## src/rtl/act_stream_pkg.sv

```systemverilog
// rtl/act_stream_pkg.sv - shared types, default sizes and beat-alignment helper for activation_stream
package act_stream_pkg;

  typedef enum logic [1:0] {
    ACT_BYPASS = 2'b00,
    ACT_RELU   = 2'b01,
    ACT_LEAKY  = 2'b10,
    ACT_CAP    = 2'b11
  } act_mode_e;

  localparam int ACT_CHANNELS     = 3;
  localparam int ACT_DATA_W       = 16;
  localparam int ACT_SHIFT_W      = 4;
  localparam int ACT_MAX_CHANNELS = 16;

  // True when some, but not all, of the first `channels` lanes are valid.
  function automatic logic is_misaligned(input logic [ACT_MAX_CHANNELS-1:0] valid,
                                         input int channels);
    int cnt;
    cnt = 0;
    for (int i = 0; i < ACT_MAX_CHANNELS; i++) begin
      if (i < channels && valid[i]) cnt++;
    end
    return (cnt != 0) && (cnt != channels);
  endfunction

endpackage

```

## src/rtl/activation_unit.sv

```systemverilog
// rtl/activation_unit.sv - combinational single-channel activation with negative/clip flags
module activation_unit
  import act_stream_pkg::*;
#(
  parameter int DATA_W  = ACT_DATA_W,
  parameter int SHIFT_W = ACT_SHIFT_W
) (
  input  logic signed [DATA_W-1:0]  x,
  input  logic [1:0]                mode,
  input  logic [SHIFT_W-1:0]        shift,
  input  logic signed [DATA_W-1:0]  cap,
  output logic signed [DATA_W-1:0]  y,
  output logic                      is_neg,
  output logic                      is_clip
);

  logic signed [DATA_W-1:0] pos;
  logic signed [DATA_W-1:0] cap_eff;

  always_comb begin
    pos     = x[DATA_W-1] ? '0 : x;
    // A negative cap collapses to zero so capped mode never emits negatives.
    cap_eff = cap[DATA_W-1] ? '0 : cap;
    is_neg  = x[DATA_W-1] && (mode != ACT_BYPASS);
    is_clip = 1'b0;
    y       = x;
    case (mode)
      ACT_BYPASS: y = x;
      ACT_RELU:   y = pos;
      ACT_LEAKY:  y = x[DATA_W-1] ? (x >>> shift) : x;
      default: begin
        is_clip = pos > cap_eff;
        y       = (pos > cap_eff) ? cap_eff : pos;
      end
    endcase
  end

endmodule

```

## src/rtl/activation_stream.sv

```systemverilog
// rtl/activation_stream.sv - two-stage activation pipeline with backpressure; ACT_STREAM_STATS_EN adds counters
module activation_stream
  import act_stream_pkg::*;
#(
  parameter int CHANNELS = ACT_CHANNELS,
  parameter int DATA_W   = ACT_DATA_W,
  parameter int SHIFT_W  = ACT_SHIFT_W
) (
  input  logic                      clk,
  input  logic                      reset,
  input  logic [1:0]                cfg_mode,
  input  logic [SHIFT_W-1:0]        cfg_shift,
  input  logic signed [DATA_W-1:0]  cfg_cap,
  input  logic [CHANNELS-1:0]       in_valid,
  input  logic signed [DATA_W-1:0]  in_data [CHANNELS],
  output logic                      in_ready,
  output logic                      out_valid,
  output logic signed [DATA_W-1:0]  out_data [CHANNELS],
  input  logic                      out_ready,
  output logic                      err_misalign,
  input  logic                      err_clear
`ifdef ACT_STREAM_STATS_EN
  ,
  input  logic                      stat_clear,
  output logic [31:0]               stat_neg_cnt,
  output logic [31:0]               stat_clip_cnt
`endif
);

  logic                     s1_valid;
  logic                     s2_valid;
  logic                     s1_adv;
  logic                     s2_adv;
  logic                     accept;
  logic                     partial;
  logic [ACT_MAX_CHANNELS-1:0] valid_ext;
  logic signed [DATA_W-1:0] s1_data [CHANNELS];
  logic [1:0]               s1_mode;
  logic [SHIFT_W-1:0]       s1_shift;
  logic signed [DATA_W-1:0] s1_cap;
  logic signed [DATA_W-1:0] act_y [CHANNELS];
  logic [CHANNELS-1:0]      act_neg;
  logic [CHANNELS-1:0]      act_clip;

  assign s2_adv    = !s2_valid || out_ready;
  assign s1_adv    = !s1_valid || s2_adv;
  assign in_ready  = s1_adv;
  assign valid_ext = ACT_MAX_CHANNELS'(in_valid);
  assign accept    = s1_adv && (&in_valid);
  assign partial   = s1_adv && is_misaligned(valid_ext, CHANNELS);
  assign out_valid = s2_valid;

  // Configuration travels with the beat so a mode change never affects data already in flight.
  always_ff @(posedge clk or posedge reset) begin
    if (reset) begin
      s1_valid <= 1'b0;
      s1_mode  <= '0;
      s1_shift <= '0;
      s1_cap   <= '0;
      for (int i = 0; i < CHANNELS; i++) s1_data[i] <= '0;
    end else if (s1_adv) begin
      s1_valid <= accept;
      if (accept) begin
        s1_mode  <= cfg_mode;
        s1_shift <= cfg_shift;
        s1_cap   <= cfg_cap;
        for (int i = 0; i < CHANNELS; i++) s1_data[i] <= in_data[i];
      end
    end
  end

  for (genvar c = 0; c < CHANNELS; c++) begin : g_act
    activation_unit #(
      .DATA_W (DATA_W),
      .SHIFT_W(SHIFT_W)
    ) u_act (
      .x      (s1_data[c]),
      .mode   (s1_mode),
      .shift  (s1_shift),
      .cap    (s1_cap),
      .y      (act_y[c]),
      .is_neg (act_neg[c]),
      .is_clip(act_clip[c])
    );
  end

  always_ff @(posedge clk or posedge reset) begin
    if (reset) begin
      s2_valid <= 1'b0;
      for (int i = 0; i < CHANNELS; i++) out_data[i] <= '0;
    end else if (s2_adv) begin
      s2_valid <= s1_valid;
      if (s1_valid) begin
        for (int i = 0; i < CHANNELS; i++) out_data[i] <= act_y[i];
      end
    end
  end

  // A fresh misalignment outranks a clear arriving in the same cycle.
  always_ff @(posedge clk or posedge reset) begin
    if (reset) begin
      err_misalign <= 1'b0;
    end else if (partial) begin
      err_misalign <= 1'b1;
    end else if (err_clear) begin
      err_misalign <= 1'b0;
    end
  end

`ifdef ACT_STREAM_STATS_EN
  logic [32:0] neg_sum;
  logic [32:0] clip_sum;

  always_comb begin
    neg_sum  = {1'b0, stat_neg_cnt} + 33'($countones(act_neg));
    clip_sum = {1'b0, stat_clip_cnt} + 33'($countones(act_clip));
  end

  // Samples are counted as they move from S1 into S2, saturating at all ones.
  always_ff @(posedge clk or posedge reset) begin
    if (reset) begin
      stat_neg_cnt  <= '0;
      stat_clip_cnt <= '0;
    end else if (stat_clear) begin
      stat_neg_cnt  <= '0;
      stat_clip_cnt <= '0;
    end else if (s1_valid && s2_adv) begin
      stat_neg_cnt  <= neg_sum[32] ? '1 : neg_sum[31:0];
      stat_clip_cnt <= clip_sum[32] ? '1 : clip_sum[31:0];
    end
  end
`else
  logic unused_stats;
  assign unused_stats = ^{act_neg, act_clip};
`endif

endmodule
```

## config.mk

```make
export PLATFORM = sky130hd
export DESIGN_NAME = activation_stream
export DESIGN_NICKNAME = d
export VERILOG_FILES = /design/src/rtl/act_stream_pkg.sv /design/src/rtl/activation_unit.sv /design/src/rtl/activation_stream.sv
export SDC_FILE = /design/constraint.sdc
export NUM_CORES = 1
export LEC_CHECK = 0
export ABC_AREA = 1
export CAP_MARGIN = 0
export CORE_MARGIN = 8
export CORE_UTILIZATION = 61
export CTS_CLUSTER_DIAMETER = 40
export DETAILED_ROUTE_END_ITERATION = 12
export PLACE_DENSITY = 0.85
export SYNTH_ARGS = -nofsm -noshare
export SYNTH_HDL_FRONTEND = slang
export SYNTH_SLANG_ARGS = --single-unit
```

## constraint.sdc

```tcl
create_clock -name clk -period 7 [get_ports clk]
set_input_delay 1.4 -clock clk [delete_from_list [all_inputs] [get_ports clk]]
set_output_delay 1.4 -clock clk [all_outputs]
set_load 0.005 [all_outputs]
```

## Yosys cells after proc, flatten, opt, wreduce, memory -nomap -nowiden

Index checks and enable logic that the tools add are counted.

- $add $sub $neg: 2
- Multiply operators: 0
- Divide/modulo/power cells: 0
- Order comparisons: 3
- Equality and inequality tests: 3
- Shift operators: 3
- Muxes and demuxes: 18
- Bitwise gates (word level): 0
- Reduce and logical (&&, ||, !) cells: 13

Operators by type and width:

| kind | count |
|---|---|
| $pmux 16 s3 | 3 |
| $mux 16 | 6 |
| $mux 32 | 2 |
| $mux 15 | 4 |
| $gt 16x16->1 | 3 |
| $sshr 16x4->16 | 3 |
| $add 32x2->32 const B | 1 |
| $ne 32x3->1 const B | 1 |
| $reduce_bool 32->1 | 1 |
| $reduce_and 2->1 | 2 |
| $logic_and 1x1->1 | 3 |
| $mux 1 | 3 |
| $reduce_and 3->1 | 1 |
| $add 1x1->2 const B | 1 |
| $eq 2x1->1 const B | 1 |
| $eq 2x2->1 const B | 1 |
| $logic_not 1->1 | 2 |
| $logic_not 2->1 | 1 |
| $logic_or 1x1->1 | 2 |
| $reduce_bool 2->1 | 1 |

- Register bits: 121
- Latch bits: 0
- Memory bits (writable): 0
- Memory bits (read-only): 0
- Input port bits: 77
- Output and inout bits: 51
- Word-level logic and storage cells: 54
- Memories: 0

## Logic depth before layout (Yosys ltp)

Gate-level depths: netlist (run 1).

- Depth in word-level cells: 9
- Mapped depth: 19
- Mapped depth without buffers: 16

## Hierarchy

Synthesis (run 1) repeated with hierarchy kept, for this count alone.

- Cells, all modules: 1,664
- Area, all modules: 10,297.4 um^2

By module, submodules not included:

| module | times used | cells an instance | area an instance (um^2) | seq. area each (um^2) |
|---|---|---|---|---|
| activation_stream | 1 | 530 | 4,784.6 | 3,027.9 |
| activation_unit at g_act[0].u_act ... | 2 | 377 | 1,829.3 | 0.0 |
| activation_unit at g_act[2].u_act | 1 | 380 | 1,854.3 | 0.0 |

## Worst setup path after synthesis (run 1)

No wires, ideal clock.

- Kind: input port to output port
- Start: in out_ready
- End: out in_ready
- Data arrival time: 1,565 ps
- Data required time: 5,600 ps
- Path slack: 4,035 ps
- Cell stages on the path: 2
- Buffers on the path: 0
- Cells stage by stage: inv_1 -> nand3_1

- Cells in the longest elaborated chain, start to end: 2

RTL lines:

| what | line | text |
|---|---|---|
| start, declared | activation_stream.sv:19 | `input logic out_ready,` |
| $logic_or 1x1->1 | activation_stream.sv:45 | `assign s2_adv = !s2_valid \|\| out_ready;` |
| $logic_or 1x1->1 | activation_stream.sv:46 | `assign s1_adv = !s1_valid \|\| s2_adv;` |
| end, declared | activation_stream.sv:16 | `output logic in_ready,` |

Every way passes these cells.

## Final worst setup path (run 1)

Ends and elaborated chain as after synthesis.

==> results of run 1 <==
-- critical path, stage by stage --
cell,delay (ns)
clkdlybuf4s50_1,0.46
inv_1,0.05
nand3_1,0.17
clkdlybuf4s50_1,0.55
-- area by class of cell --
class	instances	area, µm²
flip-flops and latches	121	3030
repair buffers	140	1370
well taps	211	264
clock inverters	15	120
fillers	1304	3980
multi-input cells	1123	5650
clock buffers	17	425
inverters	112	425
-- power by group through the flow --
stage          clock network [W]  registers (W)  logic [W]
6_report                0.000836        0.00102    0.00181
5_1_grt                 0.000866        0.00104    0.00197
4_1_cts                 0.000838        0.00101    0.00176
3_5_place_dp                   0        0.00102    0.00174
3_3_place_gp                   0        0.00102    0.00171
2_1_floorplan                  0       0.000989    0.00118
-- worst min-delay path by stage --
| stage | start | endpoint | slack (ns) | depth (start not counted) |
|---|---|---|---|---|
| 2_1_floorplan | out_data[15] | out_data[15] | 0.48 | 2 |
| 3_3_place_gp | out_data[31] | out_data[31] | 0.47 | 2 |
| 3_5_place_dp | out_data[31] | out_data[31] | 0.47 | 2 |
| 4_1_cts | out_data[31] | out_data[31] | 0.49 | 2 |
| 5_1_grt | out_data[31] | out_data[31] | 0.52 | 2 |
| 6_report | out_data[31] | out_data[31] | 0.49 | 2 |
-- cell usage in the layout (no fill, tap or decap), types with 2 or more instances in the layout --
master / synthesis / final
inv_1: 104 / 102
dfrtp_1: 121 / 120
ha_1: 35 / 35
o211ai_1: 19 / 19
clkdlybuf4s50_1: 0 / 127
a31o_2: 2 / 2
nor3_2: 2 / 2
inv_4: 1 / 2
nor2_1: 167 / 166
nand2_1: 336 / 336
clkbuf_16: 0 / 17
a21oi_1: 160 / 160
o21ai_0: 62 / 62
a31oi_1: 13 / 13
a41oi_1: 4 / 4
nand2_2: 7 / 7
o31ai_1: 4 / 4
inv_8: 0 / 2
a21o_1: 4 / 4
o21a_1: 9 / 9
clkinvlp_4: 0 / 4
clkinv_4: 0 / 2
nand2_4: 11 / 11
inv_6: 0 / 4
clkinv_2: 0 / 3
nor2_2: 3 / 3
inv_2: 6 / 8
nand3_1: 259 / 258
nand3_2: 2 / 2
nor2_4: 1 / 2
buf_4: 0 / 13
mux2_2: 17 / 17
-- stage by stage --
stage	instance area, µm²	utilization, %	hold WS (ns)	power [W]
6_report	11300	73.9	0.491	0.00366
3_3_place_gp	10700	70.4	0.468	0.00272
2_1_floorplan	9530	-	0.475	0.00217
3_5_place_dp	10700	70.4	0.474	0.00276
5_1_grt	11300	73.9	0.516	0.00387
4_1_cts	11300	73.9	0.493	0.00361
-- Yosys cell counts (all sizes together) (9+ instances only) --
cell type,instances
a21oi,160
a31oi,13
buf,44
clkbuf,53
dfrtp,121
ha,35
inv,111
mux2,17
nand2,354
nand3,261
nor2,171
o211ai,19
o21a,9
o21ai,62
-- per-layer routing --
metal,wire length (µm),part of all wire [%]
met1,12400,38
met2,14600,44
met3,4560,14
met4,1370,4.2
met5,0,0
-- logic make-up (layout without fill, tap and decap cells) --
family	count (synthesis)	in the layout	synth area share (%)
AOI/OAI and AO/OA	279	279	16.1
muxes	17	17	2.01
buffers and inverters	209	284	9.14
DFF	121	121	31.8
and+or+nand+nor	792	792	36.4
adders and majority gates	35	35	4.60
-- state kept, by name, indices dropped and copies added (netlist names) --
register      flops
err_misalign      1
out_data         48
out_valid         1
s1_cap           16
s1_data          48
s1_mode           2
s1_shift          4
s1_valid          1
==> results.md, run 1 <==
* GR peak layer: met2
* Least-Margin Pin Slew at 1.04 ns
* Sw Share at 45.1%
* Yosys reg bits at 121
* CTS H-tree depth at 4
* Non-filler cells, final at 1739
* CTS Hold Bufs at 0
* Synth Cell Area at 0.00953 mm²
* Fmax at 248 MHz
* PwrDens at 325 mW/mm²
* GR Layer Usage met1 at 41.7%
* DP Worst Slack at 2.96 ns
* Worst-Skew Late Latency at 0.44 ns
* Critical path destination: in_ready
* GPL Wtd Cong at 0.997
* Max-slew violations at 0
* Crit Path Max Fanout at 4
* YS warnings at 0
* DRC at 0
* Logic pwr share at 49.3%
* R2R Path End: out_data[17]
* Maximum clock path buffer count at 2
* Total wire length at 33000 µm
* PnR worst setup slack at 2.97 ns
* Dominant cells by area after synthesis: dfrtp_1, nand3_1, nand2_1
* Post-Synthesis Cells at 1453
* Tmin final at 4.03 ns
* Worst Reg-to-Reg Cells at 14
* Crit path from: out_ready
* Run status: completed
* Std cell rows at 45
* Final hold vios at 0
* P&R area growth vs syn at 18.4%
* I/O Buffers at 127
* Met2 GRT Util at 50.7%
* Setup crit start kind: input pin
* Die area at 0.0199 mm²
* Detailed placement HPWL at 22300 µm
* Top cell type by total area after synthesis: dfrtp_1
* Antenna violations before repair at 0
* Worst EP required at 5.60 ns
* Reg2reg start: s1_data[31]
* Core box area at 0.0153 mm²
* Synth Net Count at 1565
* Antenna Violating Nets Remaining at 0
* CTS tree: yes
* Top-area cell type share of the netlist area at 31.8%
* Top FF cell, synth: dfrtp_1
* Resize count post-CTS at 0
* Number of global-route vias before repair at 10.1k
* Grt ovf at 0
* Peak VDD IR at 0.000227 V
* Distinct cells, synth at 35
* Pin count of the biggest net entering global routing at 94
* CP arrival at 2.63 ns
* First-pass GRT wire length at 52800 µm
* Met3 Use GR at 10.9%
* Leakage at 5.36 nW
* Post-Route Setup TNS at 0 ns
* Reg2Reg Setup Slack at 3.83 ns
* EDFF count, synth at 0
* Clk network pwr share at 22.8%
* I/O pin count at 128
* Die Span X at 141 µm
* Final Net Count at 1627
* Crit end category: output port
* CP Class: in -> out
* Post-synthesis sequential area ratio at 31.8%
* Avg Inst Size Synth at 6.56 µm²
* Clock root buffer: clkbuf_16
* Rel. slew slack at 30.6%
* Max_cap viols at 0
* Clock skew at 0.00972 ns
* Hold Path Class: reg -> reg
* Num CTS Buffers at 17
* Postcts setup bufs at 0
* P_sw at 0.00165 W
* Initial Util at 62.4%
* Routed vias/inst at 6.24
* Post-synthesis async set-or-reset flop share at 100%
* GRT Resource Usage Total at 33.1%
* CTS clock-pin slew for the worst setup and hold paths at 0.06 ns
* Die Height at 141 µm
* TritonCTS Sinks at 121
* Diodes inserted at 0
* Post-Place Cells at 1707
* Flop pwr share at 27.8%
* Final setup viols at 0
* Share of cells above drive strength 1 at 6.87%
* Pre-antenna DRT Iters at 8
* Final period utilization at 57.5%
* RSZ-0062 raised after global routing: false
* DRT iter0 DRCs at 1960
* Avg WL per Cell at 19.0 µm
* Internal power at 0.00201 W
* Routed vias at 10.9k
Note: power is estimated with default switching activity, not from simulation.
==> run 2: changes to the inputs <==
--- a/config.mk
+++ b/config.mk
@@ -8,10 +8,10 @@
 export ABC_AREA = 1
 export CAP_MARGIN = 0
 export CORE_MARGIN = 8
-export CORE_UTILIZATION = 61
+export CORE_UTILIZATION = 57
 export CTS_CLUSTER_DIAMETER = 40
 export DETAILED_ROUTE_END_ITERATION = 12
-export PLACE_DENSITY = 0.85
+export PLACE_DENSITY = 0.8
 export SYNTH_ARGS = -nofsm -noshare
 export SYNTH_HDL_FRONTEND = slang
 export SYNTH_SLANG_ARGS = --single-unit
==> constraint.sdc (replaced) <==
create_clock -name clk -period 3.8 [get_ports clk]
set_input_delay 0.76 -clock clk [delete_from_list [all_inputs] [get_ports clk]]
set_output_delay 0.76 -clock clk [all_outputs]
set_load 0.005 [all_outputs]
==> results.md, run 2 (synthesized netlist as in run 1, its figures left out) <==
* Die Height at 145 µm
* Sw Share at 45.2%
* Die Span X at 145 µm
* Commonest non-fill, non-tap cells in the layout: nand2_1, nand3_1, nor2_1
* Max-slew violations at 0
* Crit-path most repeated cell: nand2_1
* Internal power at 0.00376 W
* Fmax at 325 MHz
* CTS Hold Bufs at 0
* Worst EP required at 4.17 ns
* Clk network pwr share at 24.1%
* Initial Util at 57.9%
* CP Depth at 13
* Max stage delay on crit path at 0.46 ns
* Resize count post-CTS at 0
* DRC at 0
* Setup crit start kind: flop
* Crit end category: flop
* Logic pwr share at 48.3%
* CTS tree: yes
* CP Class: reg -> reg
* Critical path destination: out_data[4]
* Final Net Count at 1640
* Pre-antenna DRT Iters at 6
* FILL cells at 1437
* RSZ-0062 raised after global routing: false
* Routed vias at 10.7k
* Std cell rows at 47
* Post-Route Setup TNS at 0 ns
* Crit path max-delay family: simple AND/OR/NAND/NOR gates
* CTS clock-pin slew for the worst setup and hold paths at 0.07 ns
* Slowest-stage cell, CP: ha_1
* CTS H-tree depth at 4
* P&R area growth vs syn at 20.4%
* Share of cells above drive strength 1 at 7.59%
* Final hold vios at 0
* CP arrival at 3.45 ns
* GPL Wtd Cong at 0.993
* Postcts setup bufs at 0
* WHS at 0.490 ns
* Most common cell after layout, fill and taps aside: nand2_1
* Core box area at 0.0165 mm²
* Total wire length at 34400 µm
* Clock skew at 0.0142 ns
* GRT Resource Usage Total at 32.2%
* PwrDens at 598 mW/mm²
* Leakage at 5.45 nW
* P_sw at 0.00310 W
* Final setup viols at 0
* Maximum clock path buffer count at 2
* Final period utilization at 81.0%
* Die area at 0.0211 mm²
* Worst Reg-to-Reg Cells at 13
* Routed vias/inst at 6.07
* Reg2reg start: s1_cap[15]
* Flop pwr share at 27.6%
* Worst-Skew Late Latency at 0.45 ns
* DRT iter0 DRCs at 1453
* Number of global-route vias before repair at 10.1k
* Crit Path Max Fanout at 16
* I/O pin count at 128
* Worst path bufs/invs at 1
* Max_cap viols at 0
* Reg2Reg Setup Slack at 0.72 ns
* Largest regs: out_data x48, s1_data x48, s1_cap x16
* Tmin final at 3.08 ns
* R2R Path End: out_data[4]
* TritonCTS Sinks at 121
* Least-Margin Pin Slew at 1.00 ns
* I/O Buffers at 127
* Clock root buffer: clkbuf_16
* Rel. slew slack at 33.2%
* Num CTS Buffers at 17
* Diodes inserted at 0
* Crit path from: s1_cap[15]
* Run status: completed
* Antenna Violating Nets Remaining at 0
* Grt ovf at 0
* Peak VDD IR at 0.000527 V
* First-pass GRT wire length at 54600 µm
* Hold Crit Start: out_data[31]
* Avg WL per Cell at 19.5 µm
* Worst-path cell chain: inv_4, nand2_1, ha_1, nand3_1, nor3b_2, nand2_1, nand2_1, nand2_2, nand2_4, nand2_4, nand2_1, nand3_1, a21oi_1
* Antenna violations before repair at 0
* Detailed placement HPWL at 23600 µm
* Pin count of the biggest net entering global routing at 122
* Hold Path Class: reg -> reg
## run 2: cell types whose count changed in the layout (fill, tap and decap cells not counted), moves of 2 or more
cell,delta
buf_12,+3
inv_8,+3
clkinv_4,-2
buf_4,+10
clkinv_2,-3
clkinv_8,+4
## run 2: how the worst min path moves through the flow
stage                    to  cells past startpoint
6_report       out_data[31]                      2
5_1_grt           s1_cap[9]                      1
4_1_cts        out_data[31]                      2
3_5_place_dp   out_data[31]                      2
3_3_place_gp   out_data[31]                      2
2_1_floorplan  out_data[15]                      2
## run 2: cell type report
type                       count  area [µm²]  share of cell area [%]
inverter                     112         427                    3.72
clock buffer                  17         425                    3.71
sequential                   121        3030                    26.4
multi-input combinational   1123        5640                    49.2
clock inverter                15         171                    1.49
tap                          220         275                    2.40
timing repair buffer         153        1500                    13.1
## run 2: through the flow
step	std cells	utilization, %	area, µm²	worst slack (ns)	power (W)
floorplan	1453	-	9530	1.29	0.00399
global placement	1729	66.1	10900	0.910	0.00512
detailed placement	1729	66.1	10900	0.843	0.00514
CTS	1761	69.7	11500	0.816	0.00681
global route	1761	69.7	11500	0.556	0.00730
finish	1761	69.7	11500	0.723	0.00687
## run 2: routing by layer
layer  GRT usage, %  vias to the layer above  part of all wire (%)
met2           49.7                      678                    45
met1           41.0                     4893                    40
li1               -                     5005                     -
met5              0                        -                     0
met3           8.89                      105                    11
met4           15.5                        0                   4.5
## run 2: power groups by stage
stage / registers (W) / clock network [W] / logic, W
3_3_place_gp: 0.00191 / 0 / 0.00321
3_5_place_dp: 0.00190 / 0 / 0.00324
6_report: 0.00190 / 0.00165 / 0.00332
2_1_floorplan: 0.00182 / 0 / 0.00217
4_1_cts: 0.00189 / 0.00166 / 0.00326
5_1_grt: 0.00194 / 0.00172 / 0.00365
## run 2: worst register-to-register path: cells and delay by family (launching register included)
family	cells	cell delay (ns)
buffers and inverters	1	0.23
and+or+nand+nor	10	1.70
DFF	1	0.43
adders and majority gates	1	0.47
AOI/OAI and AO/OA	1	0.19
==> patch (config.mk and constraints of run 2) <==
Set the package constant `ACT_CHANNELS` to 6 (it was 3).
--- a/src/rtl/act_stream_pkg.sv
+++ b/src/rtl/act_stream_pkg.sv
@@ -8,7 +8,7 @@
     ACT_CAP    = 2'b11
   } act_mode_e;
 
-  localparam int ACT_CHANNELS     = 3;
+  localparam int ACT_CHANNELS     = 6;
   localparam int ACT_DATA_W       = 16;
   localparam int ACT_SHIFT_W      = 4;
   localparam int ACT_MAX_CHANNELS = 16;
Interface: changed (resized in_data, in_valid and out_data); port bits go from 128 to 227. No check against the original RTL was run, so the function may have changed too.
==> patch against run 2 <==
  * Setup slack worse by 0.42 ns
  * Largest power group unchanged
  * Routed wire length grew 120%
  * Area after synthesis up 96%
  * Highest routed layer unchanged
  * Cell area increased by 96%
  * Fmax shrank 12%
  * Total power grew 110%
  * Via count is 110% higher
  * Clock skew is 0.016 ns higher
  * Non-clock buffer count up 144
  * Die area grew 84%
  * Sequential cell count grew 96
==> patch: results (changes against run 2) <==
----------------------------------------------------
[Min path]
  Hold path start ... out_data[81]$_DFFE_PP0P_

[Finish]
  Final clock-cell share ... 5.76% (+0.56 points)
  Number of diodes ... 2 (+2)
  Non-clk bufs ... 297 (+94%)
  Number of filler cells placed in the layout ... 2868 (+100%)
  Largest registers ... out_data (96), s1_data (96), s1_cap (16)
  Final non-clock buffer share ... 12.9% (-0.25 points)
  Number of multi-input logic gates ... 2309 (+110%)

[Power and ir drop]
  Maximum resistive drop on vdd ... 0.434 mV (-18%)
  Static leakage power ... 0.0115 uW (+110%)

[Clock network]
  Clock network latency to the later pin of the worst-skew pair ... 0.57 ns (+0.12 ns)
  Clock slew at the register clock pins of the worst setup and hold paths ... 0.05 ns (-0.02 ns)
  Max H-tree Level ... 2 (-2)
  Maximum clock insertion buffer count ... 3 (+1)

[GRT]
  Wire length of the first global-routing pass ... 114000 um (+110%)
  Global routing met1 resource utilization ... 49.1% (+8.1 points)
  Maximum number of pins on one net before global-route repair ... 99 (-19%)
  Met2 demand-to-capacity share in global routing ... 55.8% (+6.1 points)

[Detailed routing]
  Total wire length ... 74900 um (+120%)
  Met2 Routed Length ... 32100 um (+110%)

[Place]
  Cell total after placement ... 3507 (+100%)
  Final Wtd Congestion ... 0.992 (about the same)

[Outcome]
  Status ... complete, no violations

[Synthesis]
  Fraction of synthesized area in multiplexers ... 2.47% (+0.47 points)
  Top cell types by occurrence after synthesis ... nand2_1 (837), nand3_1 (610), nor2_1 (341), inv_1 (232), dfrtp_1 (217)
  Post-Synth Adder-Cell Area ... 6.37% (+1.8 points)
  Avg Synthesized Cell Area ... 6.32 um2 (-3.6%)
  Post-Syn Nets ... 3175 (+100%)

[Critical path]
  End of the worst register-to-register path ... out_data[67]$_DFFE_PP0P_
  Arrival @ worst endpoint ... 3.93 ns (+0.48 ns)

[Timing]
  Top achievable clock speed ... 0.286 GHz (-12%)

----------------------------------------------------
patch: cell types whose count changed in the layout (fill, tap and decap cells not counted), moves of 94 or more:
cell | before | now
clkdlybuf4s50_1 | 127 | 226
inv_1 | 102 | 231
nand2_1 | 336 | 837
dfrtp_1 | 120 | 214
nand3_1 | 258 | 609
nor2_1 | 166 | 341
patch: metrics by stage:
step | power [uW] | utilization, % | cell area, um2 | hold slack, ns
floorplan | 8130 | - | 18700 | 0.470
global placement | 10400 | 65.5 | 21200 | 0.467
detailed placement | 10500 | 65.5 | 21200 | 0.465
CTS | 14100 | 69.6 | 22500 | 0.480
global route | 15200 | 69.6 | 22500 | 0.500
finish | 14300 | 69.6 | 22500 | 0.478
patch: where the power goes:
part	total [uW]	switching [uW]	leakage [uW]	internal (uW)
sequential	3440	584	0.00249	2860
combinational	7360	4680	0.00839	2670
clock	3520	1370	0.000634	2150
total	14300	6640	0.0115	7680
